### config.mk
export PLATFORM = sky130hd
export DESIGN_NAME = pll_lock_reset_gen
export DESIGN_NICKNAME = d
export VERILOG_FILES = /design/src/rtl/pll_lock_reset_gen.sv
export SDC_FILE = /design/constraint.sdc
export NUM_CORES = 1
export LEC_CHECK = 0
export CORE_AREA = 2 2 94 78
export CTS_BUF_LIST = sky130_fd_sc_hd__clkbuf_2 sky130_fd_sc_hd__clkbuf_4 sky130_fd_sc_hd__clkbuf_8
export CTS_CLUSTER_DIAMETER = 200
export DETAILED_ROUTE_END_ITERATION = 8
export DIE_AREA = 0 0 96 80
export HOLD_SLACK_MARGIN = 0.02
export PLACE_DENSITY = 0.58
export SYNTH_ARGS = -nofsm -noshare
export SYNTH_HDL_FRONTEND = slang
export SYNTH_SLANG_ARGS = --single-unit
### constraint.sdc
create_clock -name CLK -period 2.2 [get_ports CLK]
set_clock_uncertainty 0.05 [all_clocks]
set_input_delay 0.44 -clock CLK [delete_from_list [all_inputs] [get_ports CLK]]
set_output_delay 0.44 -clock CLK [all_outputs]
set_load 0.03 [all_outputs]
### src/rtl/pll_lock_reset_gen.sv
// PLL lock qualification and fabric reset sequencer.
// Filters a synchronized PLL lock, holds reset off, then releases the fabric.
module pll_lock_reset_gen #(
  parameter int unsigned LOCK_FILTER_CYCLES = 16,
  parameter int unsigned HOLDOFF_CYCLES     = 1024
) (
  input  logic       CLK,
  input  logic       RESET,
  input  logic       PLL_LOCK,
  input  logic       SW_RESET,
  input  logic       CLR_LOSS_CNT,
  output logic       FABRIC_RESET_N,
  output logic       READY,
  output logic [1:0] STATE,
  output logic [7:0] LOCK_LOSS_CNT
);

  typedef enum logic [1:0] {
    WAIT_LOCK = 2'd0,
    HOLDOFF   = 2'd1,
    RUN       = 2'd2
  } state_e;

  localparam logic [15:0] FILT_LAST = 16'(LOCK_FILTER_CYCLES - 1);
  localparam logic [15:0] HOLD_LAST = 16'(HOLDOFF_CYCLES - 1);

  logic        sync1_q;
  logic        lock_s_q;
  state_e      state_q, state_d;
  logic [15:0] filt_q, filt_d;
  logic [15:0] hold_q, hold_d;
  logic [7:0]  loss_q, loss_d;
  logic        frn_q;
  logic        rdy_q;
  logic        loss;

  always_ff @(posedge CLK or posedge RESET) begin
    if (RESET) begin
      sync1_q  <= 1'b0;
      lock_s_q <= 1'b0;
    end else begin
      sync1_q  <= PLL_LOCK;
      lock_s_q <= sync1_q;
    end
  end

  always_comb begin
    state_d = state_q;
    filt_d  = filt_q;
    hold_d  = hold_q;
    loss    = 1'b0;
    case (state_q)
      WAIT_LOCK: begin
        if (!lock_s_q) begin
          filt_d = '0;
        end else if (filt_q == FILT_LAST) begin
          state_d = HOLDOFF;
          filt_d  = '0;
          hold_d  = '0;
        end else begin
          filt_d = filt_q + 16'd1;
        end
      end
      HOLDOFF: begin
        // Lock loss outranks a coincident software reset.
        if (!lock_s_q) begin
          state_d = WAIT_LOCK;
          filt_d  = '0;
          loss    = 1'b1;
        end else if (SW_RESET) begin
          hold_d = '0;
        end else if (hold_q == HOLD_LAST) begin
          state_d = RUN;
          hold_d  = '0;
        end else begin
          hold_d = hold_q + 16'd1;
        end
      end
      RUN: begin
        if (!lock_s_q) begin
          state_d = WAIT_LOCK;
          filt_d  = '0;
          loss    = 1'b1;
        end else if (SW_RESET) begin
          state_d = HOLDOFF;
          hold_d  = '0;
        end
      end
      default: begin
        state_d = WAIT_LOCK;
        filt_d  = '0;
        hold_d  = '0;
      end
    endcase
  end

  always_comb begin
    loss_d = loss_q;
    if (CLR_LOSS_CNT) begin
      loss_d = {7'd0, loss};
    end else if (loss && (loss_q != 8'hFF)) begin
      loss_d = loss_q + 8'd1;
    end
  end

  // Outputs come straight from flops so the fabric never sees a glitch.
  always_ff @(posedge CLK or posedge RESET) begin
    if (RESET) begin
      state_q <= WAIT_LOCK;
      filt_q  <= '0;
      hold_q  <= '0;
      loss_q  <= '0;
      frn_q   <= 1'b0;
      rdy_q   <= 1'b0;
    end else begin
      state_q <= state_d;
      filt_q  <= filt_d;
      hold_q  <= hold_d;
      loss_q  <= loss_d;
      frn_q   <= (state_d == RUN);
      rdy_q   <= frn_q;
    end
  end

  assign FABRIC_RESET_N = frn_q;
  assign READY          = rdy_q;
  assign STATE          = state_q;
  assign LOCK_LOSS_CNT  = loss_q;

endmodule

==> results of run 1 <==
==> power by group through the flow <==
| stage | Sequential, mW | Clock, mW | Combinational [mW] |
|---|---|---|---|
| after floorplan | 0.873 | 0 | 0.0397 |
| after global placement | 0.876 | 0 | 0.0683 |
| after detailed placement | 0.876 | 0 | 0.0686 |
| after CTS | 0.859 | 0.781 | 0.0689 |
| after global routing | 0.861 | 0.821 | 0.0793 |
| final | 0.859 | 0.753 | 0.0692 |
==> Yosys cell counts (7+ instances only) <==
| cell | n | area share [%] |
|---|---|---|
| sky130_fd_sc_hd__o21ai_1 | 15 | 2.9 |
| sky130_fd_sc_hd__nor3_1 | 13 | 2.5 |
| sky130_fd_sc_hd__nand3_1 | 18 | 3.4 |
| sky130_fd_sc_hd__nand2_1 | 31 | 4.4 |
| sky130_fd_sc_hd__dfrtp_1 | 46 | 44 |
| sky130_fd_sc_hd__o31ai_1 | 9 | 2.6 |
| sky130_fd_sc_hd__ha_1 | 7 | 3.3 |
| sky130_fd_sc_hd__o21ai_0 | 17 | 3.2 |
| sky130_fd_sc_hd__nor2_1 | 23 | 3.3 |
| sky130_fd_sc_hd__xnor2_1 | 7 | 2.3 |
| sky130_fd_sc_hd__inv_1 | 10 | 1.4 |
==> metal layers <==
metal	track usage, %	wire [um]	share of wire [%]	up-vias
met2	22.8	2540	40	43
met3	3.21	222	3.5	7
li1	-	-	-	1173
met4	5.14	66	1.0	0
met1	28.9	3550	56	1114
met5	0	0	0	-
==> kinds of logic (layout without fill, tap and decap cells) <==
| family | after synthesis | after routing |
|---|---|---|
| adders and majority gates | 7 | 7 |
| muxes | 2 | 2 |
| xor gates and xnor gates | 13 | 13 |
| and+or+nand+nor | 132 | 132 |
| AOI/OAI and AO/OA | 70 | 70 |
| DFF | 46 | 46 |
| buffers and inverters | 18 | 72 |
==> repair_timing <==
action,in CTS,in global routing
hold buffers,0,0
setup buffers,1,6
gates resized for setup,0,28
pin swaps,1,14
endpoints found under the setup margin,4,24
==> per-stage QoR <==
step,worst slack [ns],TNS [ns],power [mW],hold WS (ns)
2_1_floorplan,0.0519,0,0.912,0.281
3_3_place_gp,0.0109,0,0.944,0.289
3_5_place_dp,-0.00747,-0.00883,0.945,0.287
4_1_cts,-0.0156,-0.0338,1.71,0.328
5_1_grt,-0.0760,-0.361,1.76,0.336
6_report,0.0165,0,1.68,0.324
==> cell type report <==
cell class              instances  area [sq um]
well taps                      87           109
clock inverters                 3          68.8
inverters                      10          37.5
flip-flops and latches         46          1150
multi-input cells             224          1530
clock buffers                   5          68.8
repair buffers                 54           473
fillers                       643          3280
==> worst min-delay path by stage <==
stage / to / slack [ns] / cells past startpoint
after floorplan: lock_s_q$_DFF_PP0_ / 0.28 / 0
after global placement: lock_s_q$_DFF_PP0_ / 0.29 / 0
after detailed placement: lock_s_q$_DFF_PP0_ / 0.29 / 0
after CTS: lock_s_q$_DFF_PP0_ / 0.33 / 0
after global routing: lock_s_q$_DFF_PP0_ / 0.34 / 0
final: lock_s_q$_DFF_PP0_ / 0.32 / 0
==> layout by cell type, fill, tap and decap left out, types with 3 or more instances in the layout <==
master	Yosys	final
sky130_fd_sc_hd__nor3_1	13	13
sky130_fd_sc_hd__o31ai_1	9	6
sky130_fd_sc_hd__xnor2_1	7	7
sky130_fd_sc_hd__o21ai_1	15	14
sky130_fd_sc_hd__nand4_1	5	5
sky130_fd_sc_hd__a21oi_1	5	5
sky130_fd_sc_hd__a21boi_0	3	3
sky130_fd_sc_hd__or3_1	3	3
sky130_fd_sc_hd__o31ai_2	0	3
sky130_fd_sc_hd__o21ai_2	0	3
sky130_fd_sc_hd__inv_1	10	9
sky130_fd_sc_hd__nor2_1	23	23
sky130_fd_sc_hd__nand2_1	31	31
sky130_fd_sc_hd__clkdlybuf4s50_1	0	16
sky130_fd_sc_hd__dfrtp_1	46	46
sky130_fd_sc_hd__buf_6	1	4
sky130_fd_sc_hd__o41ai_4	1	3
sky130_fd_sc_hd__and2_1	4	4
sky130_fd_sc_hd__nand3_1	18	18
sky130_fd_sc_hd__buf_4	0	33
sky130_fd_sc_hd__xor2_1	6	6
sky130_fd_sc_hd__clkbuf_8	0	5
sky130_fd_sc_hd__ha_1	7	6
sky130_fd_sc_hd__nand2b_1	6	6
sky130_fd_sc_hd__and3_1	6	6
sky130_fd_sc_hd__o21ai_0	17	14
sky130_fd_sc_hd__nor4_1	6	4
==> registers in the layout, indices dropped and copies added (netlist names) <==
register / count
filt_q: 16
hold_q: 16
LOCK_LOSS_CNT: 8
STATE: 2
FABRIC_RESET_N: 1
READY: 1
lock_s_q: 1
sync1_q: 1
==> results_tabular.tex, run 1 <==
\begin{tabular}{lr}
\hline
Metric & Value \\
\hline
\multicolumn{2}{l}{\textbf{Setup path}} \\
Worst reg2reg path endpoint & hold\_q[15]\$\_DFFE\_PP0P\_ \\
Signal arrival time at the worst endpoint & about 2.4 ns \\
Count of buffering cells on the critical path with inverters included & 1 \\
CP startpoint kind & register \\
End point of the critical path & hold\_q[15]\$\_DFFE\_PP0P\_ \\
WP data required & 2.39 ns \\
Worst reg2reg setup slack & 0.02 ns \\
Critical path's top delay family & simple AND/OR/NAND/NOR gates \\
Worst Reg-to-Reg Cells & 6 \\
CP endpoint kind & register \\
Worst r2r src & filt\_q[11]\$\_DFFE\_PP0P\_ \\
Stage delay of the slowest cell on the critical path & just under 0.6 ns \\
CP Launch Point & filt\_q[11]\$\_DFFE\_PP0P\_ \\
Critical Path, Cell by Cell & or4\_4 -> o41ai\_4 -> nand4\_2 -> buf\_6 -> nor4\_2 -> mux2\_2 \\
CP max FO & 6 \\
Critical-path top delay cell & sky130\_fd\_sc\_hd\_\_or4\_4 \\
Category of the most critical setup path & reg2reg \\
Count of cell instances traversed by the critical path & 6 \\
\multicolumn{2}{l}{\textbf{Pwr}} \\
Internal power of the cells & between 1 and 1.5 mW \\
Pwr dens & 489 nW/um\^{}2 \\
Power spent charging and discharging nets & 345 uW \\
Reg power frac & 51.1\% \\
Static Leakage & around 1.4 nW \\
Switching part of the total power & between 20\% and 30\% \\
Highest ir drop seen on vdd & between 0.3 and 0.4 mV \\
Fraction of power consumed by combinational cells & roughly 4.1\% \\
Proportion of power drawn by the clock network & between 40\% and 50\% \\
\multicolumn{2}{l}{\textbf{Logic synthesis}} \\
Multiplexer area fraction after synthesis & 0.810\% \\
Synthesized area & roughly 2600 sq um \\
Flip-flop and latch count after synthesis & 46 \\
Post-synth EDFFs & 0 \\
Compound-Gate Fraction of Synth Area & approximately 18\% \\
Cell variety after synth & just under 50 \\
Share of synthesized cell area in and, or, nand and nor gates & 26.7\% \\
Synth Instances & 288 \\
Avg Cell Area, Syn & 9.12 sq um \\
Proportion of synthesized chip area in sequential cells & a little over two fifths \\
Number of nets in the synthesized netlist & 300 \\
Warnings, synthesis & 0 \\
Main combinational cell family by area after synthesis & simple AND/OR/NAND/NOR gates \\
Post-synth top flop & sky130\_fd\_sc\_hd\_\_dfrtp\_1 \\
Synthesized-area fraction occupied by adder cells & $\sim$3.3\% \\
Asr flop ratio synth & between 90\% and 100\% \\
Xor/xnor share of the synthesized area & around 4.3\% \\
\multicolumn{2}{l}{\textbf{Die}} \\
Die width & between 90 and 100 um \\
Std-Cell Rows & 27 \\
Die height & about 80 um \\
Placeable core region & 6720 sq um \\
Initial cell density of the core & between 30 and 40\% \\
Total Die Area & 7680 sq um \\
Number of top-level pins & 17 \\
\multicolumn{2}{l}{\textbf{Placed design}} \\
\# placed instances & approximately 410 \\
Routability congestion estimate from global placement & 0.824 \\
Sum of net half-perimeters after detailed placement & 4500 um \\
Cell Area, Placed & between 3000 and 4000 sq um \\
Port Buffers & 16 \\
\multicolumn{2}{l}{\textbf{Timing}} \\
Final-report hold violation count & 0 \\
Share of the clock period used by the worst path after layout & 99.3\% \\
Setup repair after global routing missed its margin & true \\
Setup-failing EPs final & 0 \\
Clock period minus worst slack & between 2 and 2.5 ns \\
Final count of pins violating max slew & 0 \\
Max Clk Rate & roughly 460 MHz \\
Worst Max-Slew Pin Slew & 0.537 ns \\
Worst slew slack as a fraction of its limit & about 64\% \\
\multicolumn{2}{l}{\textbf{Routing}} \\
Total routed wirelength & roughly 6400 um \\
Via-to-Cell Ratio & approximately 5.4 \\
DR iter-0 viols & around 140 \\
Routed length per placed instance & about 15 um \\
Via count & $\sim$2.3k \\
First-pass detailed-route iteration total & 4 \\
DRC viols & 0 \\
Antenna Violating Nets Remaining & 0 \\
\multicolumn{2}{l}{\textbf{Finish}} \\
Number of nets at the end of the flow & roughly 350 \\
Finished layout cell area & between 3000 and 4000 sq um \\
Number of antenna diodes & 0 \\
Final core utilization & between 50\% and 60\% \\
Non-filler cells, final & about 430 \\
Share of cells above drive strength 1 & between 20\% and 30\% \\
Synthesis-to-layout area growth & 30.9\% \\
\multicolumn{2}{l}{\textbf{Global route}} \\
Remaining global-route overflow & 0 \\
Gr usage total & between 15 and 20\% \\
Initial antenna violation count & 0 \\
Number of global-route vias before repair & $\sim$2.2k \\
Largest net degree at the start of global routing & 47 \\
Global-route wire length before repair & roughly 11000 um \\
\multicolumn{2}{l}{\textbf{Min path}} \\
Launch instance of the worst min-delay path & sync1\_q\$\_DFF\_PP0\_ \\
Worst min path class & reg2reg \\
\multicolumn{2}{l}{\textbf{CTS}} \\
Clock buffer count from CTS & 5 \\
Clock root buffer & sky130\_fd\_sc\_hd\_\_clkbuf\_8 \\
Maximum count of clock buffers along a single path & 2 \\
Clock tree from TritonCTS & built \\
H-Tree Level Count & 2 \\
Worst-Skew Late Latency & 0.30 ns \\
Number of sinks driven by the clock tree & 46 \\
Clock transition at the register clock pins on the worst setup and hold paths after CTS & $\sim$0.09 ns \\
\multicolumn{2}{l}{\textbf{Flow run}} \\
Number of max-capacitance violations reported & 0 \\
\multicolumn{2}{l}{\textbf{Run status}} \\
Outcome & finished, final reports clean \\
\hline
\end{tabular}
No activity file was read; power rests on OpenSTA's default activity.
==> inputs of run 2 (changes only) <==
==> constraint.sdc (replaced) <==
create_clock -name CLK -period 2.2 [get_ports CLK]
set_clock_uncertainty 0.05 [all_clocks]
set_input_delay 0.22 -clock CLK [delete_from_list [all_inputs] [get_ports CLK]]
set_output_delay 0.22 -clock CLK [all_outputs]
set_load 0.03 [all_outputs]
==> run 2 against run 1 <==
Against the previous run: combinational power is 0.9% lower; sequential share of layout area is 0.34 points higher; hold slack worse by 0.073 ns; clock power is 15% lower; sequential cell count stayed put; the flow now finishes with violations (negative setup slack).
==> results_tabular.tex, run 2 (synthesis gave the netlist of run 1 again) <==
\begin{tabular}{lr}
\hline
Metric & Value \\
\hline
\multicolumn{2}{l}{\textbf{Run status}} \\
Outcome & finished with violations \\
Violated checks & negative setup slack \\
\multicolumn{2}{l}{\textbf{Routing}} \\
Max Used Layer & met4 \\
Met2 wire length & about 2800 um \\
DRC viols & 0 \\
DR iter-0 viols & about 190 \\
Routed length on met3 & 331 um \\
Routed length per placed instance & approximately 16 um \\
Via count & around 2.4k \\
Post-route met1 wirelength & about 3400 um \\
Antenna Violating Nets Remaining & 0 \\
First-pass detailed-route iteration total & 5 \\
Via-to-Cell Ratio & between 5 and 6 \\
Total routed wirelength & roughly 6600 um \\
\multicolumn{2}{l}{\textbf{Setup path}} \\
CP max FO & 5 \\
WP data required & 2.33 ns \\
Worst reg2reg setup slack & -0.05 ns \\
Signal arrival time at the worst endpoint & about 2.4 ns \\
CP endpoint kind & register \\
CP startpoint kind & register \\
Category of the most critical setup path & reg2reg \\
\multicolumn{2}{l}{\textbf{Timing}} \\
Final-report hold violation count & 0 \\
Max Clk Rate & between 400 and 500 MHz \\
Clock period minus worst slack & roughly 2.3 ns \\
Worst slew slack as a fraction of its limit & between 60\% and 70\% \\
Setup TNS Final & -0.0740 ns \\
Setup repair after global routing missed its margin & true \\
Worst Max-Slew Pin Slew & around 0.56 ns \\
Least setup slack across all paths after layout & -0.0508 ns \\
Worst Hold Margin & approximately 0.25 ns \\
Share of the clock period used by the worst path after layout & 102\% \\
Setup-failing EPs final & 2 \\
Final count of pins violating max slew & 0 \\
\multicolumn{2}{l}{\textbf{CTS}} \\
H-Tree Level Count & 2 \\
Number of sinks driven by the clock tree & 46 \\
Clock root buffer & sky130\_fd\_sc\_hd\_\_clkbuf\_8 \\
Clock transition at the register clock pins on the worst setup and hold paths after CTS & approximately 0.090 ns \\
Maximum count of clock buffers along a single path & 2 \\
Clock tree from TritonCTS & built \\
Worst-Skew Late Latency & 0.29 ns \\
Clock buffer count from CTS & 5 \\
\multicolumn{2}{l}{\textbf{Finish}} \\
Count of fill cells added during filler insertion & 643 \\
Number of nets at the end of the flow & roughly 350 \\
Non-filler cells, final & 425 \\
Number of antenna diodes & 0 \\
Final core utilization & approximately half \\
Synthesis-to-layout area growth & 29.7\% \\
Most common library cell in the layout ignoring fill and taps & sky130\_fd\_sc\_hd\_\_dfrtp\_1 \\
Multi-input gate area in the final layout & roughly 1500 sq um \\
Share of cells above drive strength 1 & between 20\% and 30\% \\
Sequential cell area & 1150 sq um \\
Commonest cells after routing, fill and taps aside & sky130\_fd\_sc\_hd\_\_dfrtp\_1, sky130\_fd\_sc\_hd\_\_nand2\_1, sky130\_fd\_sc\_hd\_\_buf\_4 \\
\multicolumn{2}{l}{\textbf{Placed design}} \\
Port Buffers & 16 \\
\# placed instances & slightly above 400 \\
Sum of net half-perimeters after detailed placement & about 4500 um \\
Routability congestion estimate from global placement & 0.826 \\
\multicolumn{2}{l}{\textbf{Global route}} \\
Largest net degree at the start of global routing & 25 \\
Initial antenna violation count & 0 \\
Number of global-route vias before repair & around 2.2k \\
Remaining global-route overflow & 0 \\
Global-route wire length before repair & 10700 um \\
Gr usage total & between 10\% and 20\% \\
\multicolumn{2}{l}{\textbf{Pwr}} \\
Pwr dens & approximately 460 nW/um\^{}2 \\
Highest ir drop seen on vdd & approximately 0.28 mV \\
Static Leakage & roughly 1.4 nW \\
\multicolumn{2}{l}{\textbf{Die}} \\
Std-Cell Rows & 27 \\
Placeable core region & just under 7000 sq um \\
Die width & about 96 um \\
Initial cell density of the core & about two fifths \\
Number of top-level pins & 17 \\
Die height & around 80 um \\
Total Die Area & around 7700 sq um \\
\multicolumn{2}{l}{\textbf{Min path}} \\
Worst min path class & in2async \\
\multicolumn{2}{l}{\textbf{Flow run}} \\
Number of max-capacitance violations reported & 0 \\
\hline
\end{tabular}
## run 2: final timing paths
kind	end	cells after the start	start
min	hold_q[13]$_DFFE_PP0P_	2	RESET
min in group CLK	sync1_q$_DFF_PP0_	1	PLL_LOCK
max reg2reg	hold_q[15]$_DFFE_PP0P_	6	filt_q[10]$_DFFE_PP0P_
max in group asynchronous	filt_q[6]$_DFFE_PP0P_	3	RESET
max	hold_q[15]$_DFFE_PP0P_	6	filt_q[10]$_DFFE_PP0P_
min reg2reg	lock_s_q$_DFF_PP0_	0	sync1_q$_DFF_PP0_
## run 2: metal layers
metal,vias to the layer above,GRT usage [%]
li1,1158,-
met1,1154,29.3
met2,74,23.8
met3,2,3.21
met4,0,3.00
met5,-,0
## run 2: final cells by class
class	instances	share of cell area (%)
clock buffers	6	2.24
clock inverters	2	1.10
inverters	10	1.10
multi-input cells	224	45.0
flip-flops and latches	46	33.8
well taps	87	3.19
repair buffers	50	13.5
## run 2: worst max-delay path: stages, from the launching register on
cell and delay [ns]:
sky130_fd_sc_hd__dfrtp_1 0.40, sky130_fd_sc_hd__or4_4 0.58, sky130_fd_sc_hd__o41ai_4 0.40, sky130_fd_sc_hd__buf_4 0.20, sky130_fd_sc_hd__nand2_4 0.08, sky130_fd_sc_hd__o21bai_1 0.17
sky130_fd_sc_hd__mux2_4 0.27
## run 2: power by group
group | switching [mW] | internal, mW | total (mW)
Clock | 0.286 | 0.352 | 0.638
Combinational | 0.0410 | 0.0276 | 0.0686
Sequential | 0.00828 | 0.851 | 0.859
## run 2: per-stage QoR
step	cell area [sq um]	worst slack, ns	total power, mW
final	3410	-0.0508	1.57
after global routing	3410	-0.0868	1.63
after detailed placement	3090	-0.00269	0.944
after global placement	3090	0.0508	0.943
after CTS	3200	-0.00197	1.58
after floorplan	2630	0.0519	0.912
## run 2: repair_timing
item / CTS / global route
setup buffers: 0 / 4
pin swaps: 0 / 14
hold buffers: 0 / 0
gates resized for setup: 0 / 34
cloned: 0 / 1
endpoints found under the setup margin: 1 / 26
==> inputs of run 3 (changes only) <==
CTS_BUF_LIST = default   (was sky130_fd_sc_hd__clkbuf_2 sky130_fd_sc_hd__clkbuf_4 sky130_fd_sc_hd__clkbuf_8)
==> run 3 against run 2 <==
Against the previous run: the flow still finishes with violations (negative setup slack); fmax hardly changed; cell count stayed put; core utilization is 0.056 points lower.
==> results_tabular.tex, run 3 (synthesis gave the netlist of run 1 again) <==
\begin{tabular}{lr}
\hline
Metric & Value \\
\hline
\multicolumn{2}{l}{\textbf{Timing}} \\
Least setup slack across all paths after layout & -0.0508 ns \\
Final-report hold violation count & 0 \\
Setup repair after global routing missed its margin & true \\
Setup-failing EPs final & 2 \\
Max Clk Rate & approximately 440 MHz \\
Final count of pins violating max slew & 0 \\
Worst slew slack as a fraction of its limit & $\sim$62\% \\
Share of the clock period used by the worst path after layout & 102\% \\
Worst Max-Slew Pin Slew & between 0.5 and 0.6 ns \\
Clock period minus worst slack & between 2 and 2.5 ns \\
\multicolumn{2}{l}{\textbf{Finish}} \\
Synthesis-to-layout area growth & 29.5\% \\
Finished layout cell area & approximately 3400 sq um \\
Most common library cell in the layout ignoring fill and taps & sky130\_fd\_sc\_hd\_\_dfrtp\_1 \\
Commonest cells after routing, fill and taps aside & sky130\_fd\_sc\_hd\_\_dfrtp\_1, sky130\_fd\_sc\_hd\_\_nand2\_1, sky130\_fd\_sc\_hd\_\_buf\_4 \\
Number of antenna diodes & 0 \\
Share of cells above drive strength 1 & between 20\% and 30\% \\
Number of nets at the end of the flow & 349 \\
\multicolumn{2}{l}{\textbf{Routing}} \\
First-pass detailed-route iteration total & 5 \\
Total routed wirelength & 6600 um \\
Via count & about 2.4k \\
Via-to-Cell Ratio & roughly 5.6 \\
DRC viols & 0 \\
Antenna Violating Nets Remaining & 0 \\
Routed length per placed instance & between 15 and 20 um \\
DR iter-0 viols & between 150 and 200 \\
\multicolumn{2}{l}{\textbf{Min path}} \\
Worst min path class & in2async \\
\multicolumn{2}{l}{\textbf{Die}} \\
Die height & 80 um \\
Total Die Area & between 7000 and 8000 sq um \\
Std-Cell Rows & 27 \\
Die width & 96 um \\
Number of top-level pins & 17 \\
Placeable core region & between 6000 and 7000 sq um \\
Initial cell density of the core & between 30 and 40\% \\
\multicolumn{2}{l}{\textbf{CTS}} \\
Number of sinks driven by the clock tree & 46 \\
H-Tree Level Count & 2 \\
Worst-Skew Late Latency & a little under 0.3 ns \\
Clock root buffer & sky130\_fd\_sc\_hd\_\_clkbuf\_8 \\
Hold Buf Count CTS & 0 \\
Maximum count of clock buffers along a single path & 2 \\
Clock buffer count from CTS & 5 \\
Clock tree from TritonCTS & built \\
Clock transition at the register clock pins on the worst setup and hold paths after CTS & about 0.09 ns \\
\multicolumn{2}{l}{\textbf{Placed design}} \\
Sum of net half-perimeters after detailed placement & 4540 um \\
Port Buffers & 16 \\
Routability congestion estimate from global placement & just over 0.8 \\
Worst setup slack before clock tree synthesis & -0.00269 ns \\
Cell Area, Placed & 3090 sq um \\
\multicolumn{2}{l}{\textbf{Setup path}} \\
CP endpoint kind & register \\
Signal arrival time at the worst endpoint & 2.38 ns \\
CP max FO & 5 \\
CP startpoint kind & register \\
WP data required & between 2 and 2.5 ns \\
Category of the most critical setup path & reg2reg \\
\multicolumn{2}{l}{\textbf{Global route}} \\
Largest net degree at the start of global routing & 25 \\
Initial antenna violation count & 0 \\
Remaining global-route overflow & 0 \\
Gr usage total & between 10\% and 20\% \\
Global-route wire length before repair & around 11000 um \\
Number of global-route vias before repair & between 2k and 2.5k \\
\multicolumn{2}{l}{\textbf{Pwr}} \\
Switching part of the total power & between 20\% and 30\% \\
Reg power frac & a little under three fifths \\
Internal power of the cells & approximately 1.2 mW \\
Highest ir drop seen on vdd & around 0.28 mV \\
Fraction of power consumed by combinational cells & under 10\% \\
Pwr dens & 456 nW/um\^{}2 \\
Proportion of power drawn by the clock network & roughly two fifths \\
Power spent charging and discharging nets & $\sim$340 uW \\
Static Leakage & about 1.4 nW \\
\multicolumn{2}{l}{\textbf{Flow run}} \\
Number of max-capacitance violations reported & 0 \\
\multicolumn{2}{l}{\textbf{Run status}} \\
Violated checks & negative setup slack \\
Outcome & finished with violations \\
\hline
\end{tabular}
run 3: cell count changes in the layout (fill, tap and decap cells not counted):
cell	before	now
sky130_fd_sc_hd__clkbuf_1	0	1
sky130_fd_sc_hd__clkbuf_4	1	0
run 3: layer usage:
metal | wire length [um] | global-route usage [%] | vias up
met5 | 0 | 0 | -
met4 | 30 | 3.00 | 0
met3 | 331 | 3.21 | 2
met2 | 2790 | 23.8 | 74
met1 | 3450 | 29.3 | 1154
li1 | - | - | 1158
run 3: repair_timing:
item | 4_1_cts | 5_1_grt
gates resized for setup | 0 | 34
gates cloned | 0 | 1
setup buffers | 0 | 4
setup endpoints to repair | 1 | 26
pin swaps | 0 | 14
run 3: final cells by class:
class	count	area [sq um]
timing repair buffer	50	460
clock inverter	2	37.5
fill	645	3320
sequential	46	1150
inverter	10	37.5
multi-input combinational	224	1530
tap	87	109
clock buffer	6	72.6
run 3: through the flow:
step	instances	hold slack [ns]	total power, mW	util (%)	setup TNS [ns]
detailed placement	412	0.288	0.944	45.9	-0.00269
floorplan	288	0.201	0.912	-	0
CTS	420	0.260	1.57	47.5	-0.00197
finish	425	0.251	1.55	50.6	-0.0742
global placement	412	0.285	0.943	45.9	0
global route	425	0.289	1.62	50.6	-0.570
run 3: worst paths after layout:
check	start	endpoint	slack, ns	cells after the start
min in group CLK	PLL_LOCK	sync1_q$_DFF_PP0_	0.31	1
max in group asynchronous	RESET	filt_q[6]$_DFFE_PP0P_	1.32	3
hold / removal	RESET	hold_q[13]$_DFFE_PP0P_	0.25	2
setup reg to reg	filt_q[10]$_DFFE_PP0P_	hold_q[15]$_DFFE_PP0P_	-0.05	6
hold reg to reg	sync1_q$_DFF_PP0_	lock_s_q$_DFF_PP0_	0.31	0
setup / recovery	filt_q[10]$_DFFE_PP0P_	hold_q[15]$_DFFE_PP0P_	-0.05	6
run 3: critical path: stages (launching register included):
cell and delay, ns:
sky130_fd_sc_hd__dfrtp_1 0.40, sky130_fd_sc_hd__or4_4 0.58, sky130_fd_sc_hd__o41ai_4 0.40, sky130_fd_sc_hd__buf_4 0.20, sky130_fd_sc_hd__nand2_4 0.08, sky130_fd_sc_hd__o21bai_1 0.17
sky130_fd_sc_hd__mux2_4 0.27
run 3: power by group through the flow:
stage          registers, mW  clock network [mW]  logic [mW]
2_1_floorplan          0.873                   0      0.0397
3_3_place_gp           0.876                   0      0.0669
3_5_place_dp           0.876                   0      0.0679
4_1_cts                0.859               0.644      0.0684
5_1_grt                0.861               0.678      0.0781
6_report               0.859               0.625      0.0686
